`src/rtl/dl_ctrl_if.sv`:
```
// Download/ROM-write bus for dl_ctrl: HPS ioctl side plus the ROM write port.
interface dl_ctrl_if;
  logic        ioctl_download;
  logic [7:0]  ioctl_index;
  logic        ioctl_wr;
  logic [24:0] ioctl_addr;
  logic [7:0]  ioctl_dout;
  logic        ioctl_wait;
  logic [15:0] rom_addr;
  logic [7:0]  rom_data;
  logic        rom_wr;
  logic        rom_rdy;

  // Drives the download and accepts ROM writes (HPS side / testbench).
  modport master (
    output ioctl_download, ioctl_index, ioctl_wr, ioctl_addr, ioctl_dout, rom_rdy,
    input  ioctl_wait, rom_addr, rom_data, rom_wr
  );

  // The download controller itself.
  modport slave (
    input  ioctl_download, ioctl_index, ioctl_wr, ioctl_addr, ioctl_dout, rom_rdy,
    output ioctl_wait, rom_addr, rom_data, rom_wr
  );
endinterface

```
`src/rtl/dl_ctrl.sv`:
```
// Download controller: buffers index-0 ROM bytes in a small FIFO towards the
// ROM write port, captures the variant byte (index 1) and DIP bank (index 254),
// and holds the game core in reset while a ROM load is in progress and for
// RST_HOLD cycles after the ROM path has drained.
module dl_ctrl #(
  parameter int FIFO_DEPTH = 4,
  parameter int RST_HOLD   = 16
) (
  input  logic        clk_sys,
  input  logic        RESET,
  dl_ctrl_if.slave    bus,
  output logic [7:0]  mod,
  output logic [63:0] sw,
  output logic        core_reset,
  output logic        overflow
);

  localparam int AW = $clog2(FIFO_DEPTH);
  localparam int CW = $clog2(RST_HOLD + 1);

  typedef enum logic [1:0] {IDLE, LOAD, DRAIN, HOLD} state_t;

  logic [15:0]   fifo_addr [FIFO_DEPTH];
  logic [7:0]    fifo_data [FIFO_DEPTH];
  logic [AW-1:0] wr_ptr;
  logic [AW-1:0] rd_ptr;
  logic [AW:0]   count;
  logic [AW:0]   count_next;

  logic fifo_full;
  logic fifo_empty;
  logic rom_req;
  logic push;
  logic pop;
  logic drop;
  logic start_load;

  state_t        state;
  state_t        state_next;
  logic [CW-1:0] hold_cnt;
  logic [CW-1:0] hold_cnt_next;

  assign fifo_full  = (count == (AW+1)'(FIFO_DEPTH));
  assign fifo_empty = (count == '0);

  // A ROM byte is only meaningful inside the 64 KiB window.
  assign rom_req = bus.ioctl_wr && (bus.ioctl_index == 8'd0) &&
                   (bus.ioctl_addr[24:16] == 9'd0);

  // A pop frees a slot in the same cycle, so a full FIFO can still accept.
  assign pop  = !fifo_empty && bus.rom_rdy;
  assign push = rom_req && (!fifo_full || pop);
  assign drop = rom_req && fifo_full && !pop;

  assign start_load = bus.ioctl_download && (bus.ioctl_index == 8'd0);

  // Wait asserts one entry early so the write already in flight still fits.
  assign bus.ioctl_wait = (count >= (AW+1)'(FIFO_DEPTH - 1));
  assign bus.rom_wr     = !fifo_empty;
  assign bus.rom_addr   = fifo_addr[rd_ptr];
  assign bus.rom_data   = fifo_data[rd_ptr];

  // Occupancy after this cycle's push/pop; also tells DRAIN when it is done.
  always_comb begin
    count_next = count;
    case ({push, pop})
      2'b10:   count_next = count + (AW+1)'(1);
      2'b01:   count_next = count - (AW+1)'(1);
      default: count_next = count;
    endcase
  end

  // FIFO storage; contents are don't-care until the pointers say otherwise.
  always_ff @(posedge clk_sys) begin
    if (push) begin
      fifo_addr[wr_ptr] <= bus.ioctl_addr[15:0];
      fifo_data[wr_ptr] <= bus.ioctl_dout;
    end
  end

  // FIFO pointers, occupancy and the sticky dropped-write flag.
  always_ff @(posedge clk_sys or posedge RESET) begin
    if (RESET) begin
      wr_ptr   <= '0;
      rd_ptr   <= '0;
      count    <= '0;
      overflow <= 1'b0;
    end else begin
      if (push) wr_ptr <= wr_ptr + AW'(1);
      if (pop)  rd_ptr <= rd_ptr + AW'(1);
      count <= count_next;
      if (drop) overflow <= 1'b1;
    end
  end

  // Variant byte and DIP bank captured from their download indices.
  always_ff @(posedge clk_sys or posedge RESET) begin
    if (RESET) begin
      mod <= 8'h00;
      sw  <= 64'hFFFF_FFFF_FFFF_FFFF;
    end else if (bus.ioctl_wr) begin
      if (bus.ioctl_index == 8'd1)
        mod <= bus.ioctl_dout;
      if ((bus.ioctl_index == 8'd254) && (bus.ioctl_addr[24:3] == 22'd0))
        sw[{bus.ioctl_addr[2:0], 3'b000} +: 8] <= bus.ioctl_dout;
    end
  end

  // Load sequencing state, hold counter and the registered core reset.
  always_ff @(posedge clk_sys or posedge RESET) begin
    if (RESET) begin
      state      <= HOLD;
      hold_cnt   <= '0;
      core_reset <= 1'b1;
    end else begin
      state      <= state_next;
      hold_cnt   <= hold_cnt_next;
      core_reset <= (state_next != IDLE);
    end
  end

  // Next state: a new index-0 download always restarts LOAD; DRAIN ends once
  // the last queued byte leaves; HOLD then keeps the core in reset a while.
  always_comb begin
    state_next    = state;
    hold_cnt_next = hold_cnt;
    case (state)
      IDLE: begin
        if (start_load) begin
          state_next    = LOAD;
          hold_cnt_next = '0;
        end
      end
      LOAD: begin
        if (!bus.ioctl_download)
          state_next = DRAIN;
      end
      DRAIN: begin
        if (start_load) begin
          state_next    = LOAD;
          hold_cnt_next = '0;
        end else if (count_next == '0) begin
          state_next    = HOLD;
          hold_cnt_next = '0;
        end
      end
      HOLD: begin
        if (start_load) begin
          state_next    = LOAD;
          hold_cnt_next = '0;
        end else if (hold_cnt == CW'(RST_HOLD - 1)) begin
          state_next = IDLE;
        end else begin
          hold_cnt_next = hold_cnt + CW'(1);
        end
      end
      default: begin
        state_next    = HOLD;
        hold_cnt_next = '0;
      end
    endcase
  end

endmodule

```
`src/flat_wrapper.sv`:
```
// flat-port wrapper written by rule: the top's interface ports become plain ports
module dl_ctrl_flat 
#(
  parameter int FIFO_DEPTH = 4,
  parameter int RST_HOLD   = 16
)
  (clk_sys, RESET, mod, sw, core_reset, overflow, bus_ioctl_download, bus_ioctl_index, bus_ioctl_wr, bus_ioctl_addr, bus_ioctl_dout, bus_rom_rdy, bus_ioctl_wait, bus_rom_addr, bus_rom_data, bus_rom_wr);
  dl_ctrl_if bus_i ();
  input  logic clk_sys;
  input  logic RESET;
  output logic [7:0] mod;
  output logic [63:0] sw;
  output logic core_reset;
  output logic overflow;
  input wire logic [$bits(bus_i.ioctl_download)-1:0] bus_ioctl_download;
  input wire logic [$bits(bus_i.ioctl_index)-1:0] bus_ioctl_index;
  input wire logic [$bits(bus_i.ioctl_wr)-1:0] bus_ioctl_wr;
  input wire logic [$bits(bus_i.ioctl_addr)-1:0] bus_ioctl_addr;
  input wire logic [$bits(bus_i.ioctl_dout)-1:0] bus_ioctl_dout;
  input wire logic [$bits(bus_i.rom_rdy)-1:0] bus_rom_rdy;
  output wire logic [$bits(bus_i.ioctl_wait)-1:0] bus_ioctl_wait;
  output wire logic [$bits(bus_i.rom_addr)-1:0] bus_rom_addr;
  output wire logic [$bits(bus_i.rom_data)-1:0] bus_rom_data;
  output wire logic [$bits(bus_i.rom_wr)-1:0] bus_rom_wr;
  assign bus_i.ioctl_download = bus_ioctl_download;
  assign bus_i.ioctl_index = bus_ioctl_index;
  assign bus_i.ioctl_wr = bus_ioctl_wr;
  assign bus_i.ioctl_addr = bus_ioctl_addr;
  assign bus_i.ioctl_dout = bus_ioctl_dout;
  assign bus_i.rom_rdy = bus_rom_rdy;
  assign bus_ioctl_wait = bus_i.ioctl_wait;
  assign bus_rom_addr = bus_i.rom_addr;
  assign bus_rom_data = bus_i.rom_data;
  assign bus_rom_wr = bus_i.rom_wr;
  dl_ctrl #(.FIFO_DEPTH(FIFO_DEPTH), .RST_HOLD(RST_HOLD)) u_core (.clk_sys(clk_sys), .RESET(RESET), .bus(bus_i), .mod(mod), .sw(sw), .core_reset(core_reset), .overflow(overflow));
endmodule
```
`config.mk`:
```
export PLATFORM = sky130hd
export DESIGN_NAME = dl_ctrl_flat
export DESIGN_NICKNAME = d
export VERILOG_FILES = /design/src/rtl/dl_ctrl_if.sv /design/src/rtl/dl_ctrl.sv /design/src/flat_wrapper.sv
export SDC_FILE = /design/constraint.sdc
export NUM_CORES = 1
export LEC_CHECK = 0
export CAP_MARGIN = 10
export CORE_MARGIN = 4
export CORE_UTILIZATION = 40
export DETAILED_ROUTE_END_ITERATION = 7
export PLACE_DENSITY = 0.65
export SYNTH_ARGS = -nofsm -noshare
export SYNTH_HDL_FRONTEND = slang
export SYNTH_SLANG_ARGS = --single-unit
export TNS_END_PERCENT = 1
```
`constraint.sdc`:
```
create_clock -name clk_sys -period 5.4 [get_ports clk_sys]
set_clock_uncertainty 0.1 [all_clocks]
set_input_delay 0.54 -clock clk_sys [delete_from_list [all_inputs] [get_ports clk_sys]]
set_output_delay 0.54 -clock clk_sys [all_outputs]
set_load 0.01 [all_outputs]
```
### After elaboration in Yosys (flattened, before gate mapping)

Memories as Yosys holds them, arrays and structs flattened.
Cells that the tools add are included.

| operators by class | value |
|---|---|
| add/subtract/negate cells | 6 |
| $lt $le $gt $ge | 1 |
| equality and inequality tests | 12 |
| shifts and indexed selects | 2 |
| muxes and demuxes | 17 |
| reductions and logical operators | 23 |

Operators with widths:

| operator | number |
|---|---|
| $bwmux W64 | 1 |
| $shift A8 B8 Y64 const A | 1 |
| $shiftx A8 B8 Y64 | 1 |
| $mux W5 | 5 |
| $logic_not A22 Y1 | 1 |
| $pmux W5 S3 | 1 |
| $mux W2 | 6 |
| $logic_not A9 Y1 | 1 |
| $eq A8 B1 Y1 const B | 1 |
| $eq A8 B8 Y1 const B | 1 |
| $logic_and A1 B1 Y1 | 8 |
| $logic_not A8 Y1 | 1 |
| $neg A6 Y8 | 1 |
| $pmux W2 S4 | 1 |
| $eq A2 B2 Y1 const B | 3 |
| $logic_not A3 Y1 | 2 |
| $pmux W3 S2 | 1 |
| $add A5 B1 Y5 const B | 1 |
| $eq A5 B4 Y1 const B | 1 |
| $add A2 B1 Y2 const B | 2 |
| $eq A2 B1 Y1 const B | 2 |
| $reduce_and A2 Y1 | 2 |
| $reduce_and A4 Y1 | 1 |
| $add A3 B1 Y3 const B | 1 |
| other kinds (12) | 15 |

| word-level totals | value |
|---|---|
| flip-flop bits (word level) | 88 |
| RAM bits | 96 |
| output and inout port bits | 100 |
| logic and storage cells | 72 |
| memories kept | 2 |

Memory list:

| name | depth | width | read ports | clocked after Yosys merged registers in | wr ports | RTL line | text |
|---|---|---|---|---|---|---|---|
| u_core.fifo_addr | 4 | 16 | 1 | 0 | 1 | dl_ctrl.sv:23 | `logic [15:0] fifo_addr [FIFO_DEPTH];` |
| u_core.fifo_data | 4 | 8 | 1 | 0 | 1 | dl_ctrl.sv:24 | `logic [7:0] fifo_data [FIFO_DEPTH];` |

### Depth between registers and ports, before layout

Gate-level depths: netlist of run 1.

| depth | value |
|---|---|
| depth after elaboration | 12 |
| depth in mapped cells | 11 |
| gate-level depth less buffers | 11 |

### Least setup slack after synthesis of run 1

Ideal clock, no wire load.

| path | value |
|---|---|
| kind | input port to flip-flop |
| from | in bus_ioctl_index[0] |
| to | reg u_core.hold_cnt[4] |
| arrival | 2.835 ns |
| required time | 5.151 ns |
| slack | 2.317 ns |
| stages | 11 |
| cell sequence | nor4_2 nand3_2 nor2_1 nor2_1 fa_1 nor2b_1 nor2_1 o21ai_0 o21ai_0 nor4b_2 o22ai_1 |

| on the way | value |
|---|---|
| word-level cells in the longest chain between the ends | 9 |

RTL lines:

| what | RTL line | text |
|---|---|---|
| start: declaration | flat_wrapper.sv:16 | `input wire logic [$bits(bus_i.ioctl_index)-1:0] bus_ioctl_index;` |
| $logic_not A8 Y1 * | dl_ctrl.sv:47, dl_ctrl.sv:55 |  |
| $logic_and A1 B1 Y1 (2 in a row) | dl_ctrl.sv:47 | `assign rom_req = bus.ioctl_wr && (bus.ioctl_index == 8'd0) &&` |
| $logic_and A1 B1 Y1 | dl_ctrl.sv:52 | `assign push = rom_req && (!fifo_full \|\| pop);` |
| $eq A2 B1 Y1 or $eq A2 B2 Y1 (tied branches) | dl_ctrl.sv:66 | `case ({push, pop})` |
| $pmux W3 S2 | dl_ctrl.sv:66 |  |
| $logic_not A3 Y1 | dl_ctrl.sv:142 | `end else if (count_next == '0) begin` |
| $ne A3 B1 Y1 (no source line) | n/a |  |
| $reduce_and A4 Y1 (no source line) | n/a |  |
| end signal: assignment | dl_ctrl.sv:117 | `hold_cnt <= hold_cnt_next;` |
| end: declaration | dl_ctrl.sv:40 | `logic [CW-1:0] hold_cnt;` |

Mark *: on every way between the ends. The rest lies on a longest branch, timed or not.
A chain may end at the register's enable or synchronous reset.

### Final worst setup path of run 1

| path | value |
|---|---|
| from | in bus_ioctl_index[0] |
| to | reg u_core.hold_cnt[2] |

The elaborated chain is that of the path after synthesis.

==> results of run 1 <==
[metal layers]
layer  vias up  wire length, microns  track usage, %  share of wire [%]
met3        31                   947           5.245                5.4
met4         0                   301           4.892                1.7
met5         -                     0               0                  0
met1      2333                  7645           21.81                 43
li1       2117                     -               -                  -
met2       135                  8738           27.65                 50
[path summary, 6_finish.rpt]
kind,cells past startpoint,slack [ns],end,startpoint
worst max-delay path,12,1.69,u_core.hold_cnt[2],bus_ioctl_index[0]
worst min-delay path,2,0.38,u_core.sw[10],u_core.sw[10]
worst max register to register,11,2.37,u_core.hold_cnt[2],u_core.count[0]
worst min register to register,2,0.38,u_core.sw[10],u_core.sw[10]
max in group asynchronous,3,3.73,u_core.mod[4],RESET
min in group asynchronous,2,0.40,u_core.hold_cnt[2],RESET
[metrics by stage]
stage / std cells / total power [mW] / instance area (sq um)
3_5_place_dp: 848 / 2.535 / 9385
6_report: 880 / 3.600 / 9901
3_3_place_gp: 848 / 2.510 / 9385
4_1_cts: 880 / 3.637 / 9901
2_1_floorplan: 481 / 2.153 / 7665
5_1_grt: 880 / 3.770 / 9901
[power breakdown]
group          leakage (nW)  switching [mW]  total, mW  internal (mW)
clock network         0.238           0.514       1.10          0.585
registers              1.82           0.122       1.66           1.53
logic                  1.58           0.367      0.846          0.479
[critical path, cell delays in order]
cell and delay, ns:
clkdlybuf4s50_1 0.47, nor4_2 0.35, nand3_2 0.23, nor2_1 0.42, nor2_1 0.13, fa_1 0.49
nor2b_1 0.20, nor2_1 0.07, o21ai_0 0.07, o21ai_0 0.15, nor4b_2 0.57, o22ai_1 0.20
[cell usage after synthesis (3+ instances only)]
master | n | area (sq um)
nand4_1 | 5 | 31.28
o21ai_0 | 19 | 95.09
nor4_1 | 6 | 37.54
nor2_2 | 3 | 18.77
nand2_1 | 25 | 93.84
ha_1 | 8 | 100.1
dfstp_2 | 67 | 1760
nor3_1 | 6 | 30.03
and2_1 | 10 | 62.56
mux4_2 | 24 | 540.5
o22ai_1 | 6 | 37.54
nor3b_1 | 3 | 22.52
nor2b_1 | 8 | 50.05
nor2_1 | 14 | 52.55
nand3_1 | 15 | 75.07
mux2_2 | 60 | 675.7
buf_2 | 3 | 15.01
inv_1 | 19 | 71.32
clkbuf_1 | 11 | 41.29
edfxtp_1 | 96 | 2883
a21oi_1 | 10 | 50.05
xnor2_1 | 5 | 43.79
buf_1 | 4 | 15.01
dfrtp_1 | 21 | 525.5
[cells by family (layout without fill, tap and decap cells)]
group / count (synthesis) / after routing
AOI/OAI and AO/OA: 48 / 48
xor gates and xnor gates: 5 / 5
adders and majority gates: 9 / 9
buffers and inverters: 38 / 203
DFF: 184 / 184
muxes: 85 / 85
and+or+nand+nor: 112 / 112
[state kept, by name (all words and copies together) (netlist names)]
name / flops
u_core.fifo_addr: 64
u_core.sw: 64
u_core.fifo_data: 32
u_core.mod: 8
u_core.hold_cnt: 5
u_core.count: 3
u_core.rd_ptr: 2
u_core.state: 2
u_core.wr_ptr: 2
u_core.core_reset: 1
u_core.overflow: 1
[cell type report]
| class | count | share of cell area (%) |
|---|---|---|
| repair buffers | 151 | 15.11 |
| well taps | 234 | 2.957 |
| clock inverters | 12 | 0.7962 |
| inverters | 20 | 0.7709 |
| clock buffers | 20 | 4.410 |
| multi-input cells | 259 | 23.73 |
| flip-flops and latches | 184 | 52.22 |
==> flow_metrics.py, run 1 <==
metrics = {
    "run_status": {
        "status": "finished, final reports clean",
    },
    "floorplan": {
        "initial_core_util_pct": 40.84,
        "rows": 50,
        "die_h_microns": 146.4,
        "die_x_microns": 146.4,
        "core_area_sq_mm": 0.01877,
        "die-area_sq_mm": 0.02144,
        "ios": 146,
    },
    "worst_setup_path": {
        "crit_fanout": 8,
        "required_ns": 5.58,
        "worstSetupEndpointType": "register",
        "critPathArrivalTime_ns": 3.89,
        "cp-start-kind": "input port",
        "worstSetupPathType": "input port to register",
    },
    "placement": {
        "gp_congestion": 0.7743,
        "place_hpwl_mm": 12.01,
        "pre_cts_slack_ns": 1.329,
        "portBuffers": 145,
    },
    "global_routing": {
        "grt_max_degree": 56,
        "grt_pass1_wl_mm": 28.07,
        "overflow": 0,
        "grt_usage_pct": 16.88,
        "grt_pass1_vias": 5008,
        "antenna_found_initial": 0,
    },
    "yosys": {
        "synth_mux_area_share_pct": 16.01,
        "synthXorXnorAreaFrac_pct": 0.5713,
        "synth_top_family_by_area": "multiplexers",
        "synth_compound_area_share_pct": 3.836,
        "seq_area_frac_synth_pct": 67.43,
        "synth.cell_area_sq_mm": 0.007665,
        "synthCells": 481,
        "synth_edf_count": 96,
        "async_flop_share_pct": 47.83,
        "ys_ff_latch": 184,
        "synth_flop_cell": "edfxtp_1",
        "synth_nets": 536,
        "synth_simple_gate_area_share_pct": 8.668,
        "ys_types": 51,
        "synthAdderAreaFrac_pct": 1.567,
        "syn_avg_cell_area_sq_um": 15.94,
        "yosysWarnings": 0,
    },
    "clock_tree": {
        "ctsHoldBuffers": 0,
        "clk-insertion-delay-late_ns": 0.42,
        "cts_buffers": 17,
        "cts_num_sinks": 184,
        "post_cts_buffers": 0,
        "cts_tree": "yes",
        "h-tree-depth": 4,
        "clock_path_buffers": 2,
        "cts_resized": 0,
        "cts-root-buf": "clkbuf_16",
        "clk_pin_slew_ns": 0.06,
    },
    "layout": {
        "final_layout_size_suffix_gt1_share_pct": 30.65,
        "utilization_pct": 52.75,
        "layout.nets": 688,
        "n_fill_cell": 1581,
        "mostFrequentLayoutCells": "clkdlybuf4s50_1 (145), edfxtp_1 (96), dfstp_2 (67)",
        "area_growth_pct": 29.17,
        "multi_input_area_sq_mm": 0.002350,
        "final_common_cell": "clkdlybuf4s50_1",
        "ff_latch_area_sq_mm": 0.005170,
        "n_antenna_cell": 0,
    },
    "hold_path": {
        "hp-class": "register to register",
    },
    "drt": {
        "wirelength_mm": 17.63,
        "remaining_drc_errors": 0,
        "vias": 4616,
        "drt_iter0_markers": 259,
        "viasPerCell": 5.245,
        "firstDrtPassIters": 4,
        "ant_nets": 0,
        "post_drt_wl_per_cell_microns": 20.04,
    },
    "timing": {
        "min_period_over_period_pct": 68.66,
        "hold_violations": 0,
        "setup_viol": 0,
        "worst_pin_slew_ns": 1.095,
        "slew_viol_final": 0,
        "fin_ws_ns": 1.692,
        "grt_setup_unrepaired": "false",
        "relSlewSlack_pct": 26.82,
        "fmax_ghz": 0.2697,
        "finalCriticalPeriod_ns": 3.708,
        "tns_ns": 0,
        "hold_slack_ns": 0.3769,
    },
    "job": {
        "maxCapViolCount": 0,
    },
    "pwr": {
        "p_per_area_mw_per_mm2": 363.6,
        "vdd_drop_max_v": 0.0002063,
        "power_leakage_nw": 3.640,
    },
}
Power figures use the tool's default switching activity.
==> run 2: changes to the inputs <==
- clock period: 5.4 -> 3.8 ns (I/O delays scaled with it)
==> run 2 against run 1 <==
Effect of this change:
- worst setup slack lost 0.99 ns
- total power grew 50%
- sequential share of layout area shrank 1.1 points
- global-route usage grew 0.099 points
==> flow_metrics.py, run 2 (synthesis gave the netlist of run 1 again) <==
metrics = {
    "run_status": {
        "status": "finished, final reports clean",
    },
    "placement": {
        "portBuffers": 145,
        "place_area_sq_mm": 0.009483,
        "gp_congestion": 0.8301,
        "dp_cells": 861,
        "place_hpwl_mm": 12.37,
    },
    "layout": {
        "area_growth_pct": 31.83,
        "largestRegisters": "u_core.fifo_addr: 64 flops, u_core.sw: 64 flops, u_core.fifo_data: 32 flops",
        "stdcell_area_sq_mm": 0.01010,
        "final_layout_size_suffix_gt1_share_pct": 32.63,
        "fin_cells": 893,
        "n_antenna_cell": 0,
        "utilization_pct": 53.84,
        "final_common_cell": "clkdlybuf4s50_1",
        "mostFrequentLayoutCells": "clkdlybuf4s50_1 (145), edfxtp_1 (96), dfstp_2 (67)",
        "layout.nets": 701,
    },
    "global_routing": {
        "grt_usage_pct": 16.98,
        "top_usage_layer": "met2",
        "use_met1_pct": 22.21,
        "grt_pass1_wl_mm": 28.25,
        "grt_pass1_vias": 4941,
        "overflow": 0,
        "grt_max_degree": 35,
        "grt_util_met2_pct": 27.78,
        "grtUsageMet3_pct": 4.376,
        "antenna_found_initial": 0,
    },
    "pwr": {
        "switching_share_pct": 27.35,
        "p_clk_share_pct": 33.9,
        "vdd_drop_max_v": 0.0003504,
        "power.switching_mw": 1.476,
        "power_leakage_nw": 3.765,
        "comb_power_share_pct": 22.3,
        "internal-power_mw": 3.921,
        "p_per_area_mw_per_mm2": 534.1,
        "seq_power_share_pct": 43.8,
        "power_mw": 5.397,
    },
    "clock_tree": {
        "post_cts_buffers": 0,
        "h-tree-depth": 4,
        "cts-root-buf": "clkbuf_16",
        "ctsHoldBuffers": 0,
        "cts_resized": 0,
        "clk_pin_slew_ns": 0.07,
        "cts_num_sinks": 184,
        "cts_tree": "yes",
        "cts_buffers": 17,
        "clk-insertion-delay-late_ns": 0.42,
        "clock_path_buffers": 2,
    },
    "worst_setup_path": {
        "slowest_delay_ns": 0.53,
        "r2r_start": "u_core.count[0]",
        "required_ns": 3.98,
        "worstReg2RegEnd": "u_core.hold_cnt[0]",
        "worstSetupPathType": "input port to register",
        "cp_cell_sequence": "clkdlybuf4s50_1 -> nor4_1 -> nand2_1 -> nor2_1 -> nor2_1 -> fa_1 -> nor2b_1 -> nor2_1 -> o21ai_0 -> o21ai_0 -> nor4b_2 -> o22ai_1",
        "cp-start-kind": "input port",
        "crit_path_top_delay_cell": "nor4b_2",
        "critPathArrivalTime_ns": 3.28,
        "cpMostUsedCell": "nor2_1",
        "crit_fanout": 7,
        "reg2reg_slack_ns": 0.89,
        "worstSetupEndpointType": "register",
        "reg2reg_depth": 11,
    },
    "timing": {
        "relSlewSlack_pct": 43.27,
        "fmax_ghz": 0.3226,
        "slew_viol_final": 0,
        "finalCriticalPeriod_ns": 3.100,
        "grt_setup_unrepaired": "false",
        "min_period_over_period_pct": 81.59,
        "setup_viol": 0,
        "worst_pin_slew_ns": 0.8509,
        "tns_ns": 0,
        "hold_violations": 0,
    },
    "floorplan": {
        "core_area_sq_mm": 0.01877,
        "initial_core_util_pct": 40.84,
        "die_x_microns": 146.4,
        "die-area_sq_mm": 0.02144,
        "rows": 50,
        "die_h_microns": 146.4,
        "ios": 146,
    },
    "drt": {
        "wirelength_mm": 17.65,
        "vias": 4664,
        "viasPerCell": 5.223,
        "post_drt_wl_per_cell_microns": 19.77,
        "remaining_drc_errors": 0,
        "drt_iter0_markers": 192,
        "ant_nets": 0,
        "firstDrtPassIters": 4,
    },
    "hold_path": {
        "hp-class": "input port to async pin",
    },
    "job": {
        "maxCapViolCount": 0,
    },
}
## run 2: per-stage QoR
| stage | hold slack, ns | setup slack (ns) |
|---|---|---|
| after floorplan | 0.3784 | 0.8768 |
| after detailed placement | 0.3569 | 0.2780 |
| after global placement | 0.3608 | 0.3639 |
| after global routing | 0.2962 | 0.3043 |
| after CTS | 0.2349 | 0.7467 |
| final | 0.2390 | 0.6998 |
## run 2: worst max-delay path, delay by kind of cell
kind	cells	cell delay (ns)
and+or+nand+nor	7	1.61
adders and majority gates	1	0.49
AOI/OAI and AO/OA	3	0.38
buffers and inverters	1	0.42
## run 2: how the worst max path moves through the flow
stage	start	end	slack, ns	cells past startpoint
final	bus_ioctl_index[5]	u_core.hold_cnt[0]	0.70	12
after global routing	bus_ioctl_index[5]	u_core.hold_cnt[1]	0.30	12
after CTS	bus_ioctl_index[5]	u_core.hold_cnt[0]	0.75	12
after detailed placement	bus_ioctl_index[5]	u_core.hold_cnt[3]	0.28	12
after global placement	bus_ioctl_index[5]	u_core.hold_cnt[0]	0.36	12
after floorplan	bus_ioctl_index[0]	u_core.hold_cnt[4]	0.88	11
## run 2: cell type report
class	count	area, sq um
Inverter	20	76.32
Timing Repair Buffer	164	1594
Fill cell	1506	8663
Multi-Input combinational cell	259	2350
Sequential cell	184	5170
Clock inverter	15	196.4
Clock buffer	17	425.4
Tap cell	234	292.8
## run 2: power by group through the flow
stage | registers [mW] | logic, mW | clock network, mW
finish | 2.36 | 1.21 | 1.83
global placement | 2.40 | 1.18 | 0
detailed placement | 2.40 | 1.22 | 0
CTS | 2.37 | 1.22 | 1.87
floorplan | 2.27 | 0.792 | 0
global route | 2.39 | 1.31 | 1.96
## run 2: layer usage
layer  share of wire (%)  routed length [microns]
met2                  50                     8762
met1                  43                     7671
met3                 5.1                      895
met5                   0                        0
met4                 1.8                      322
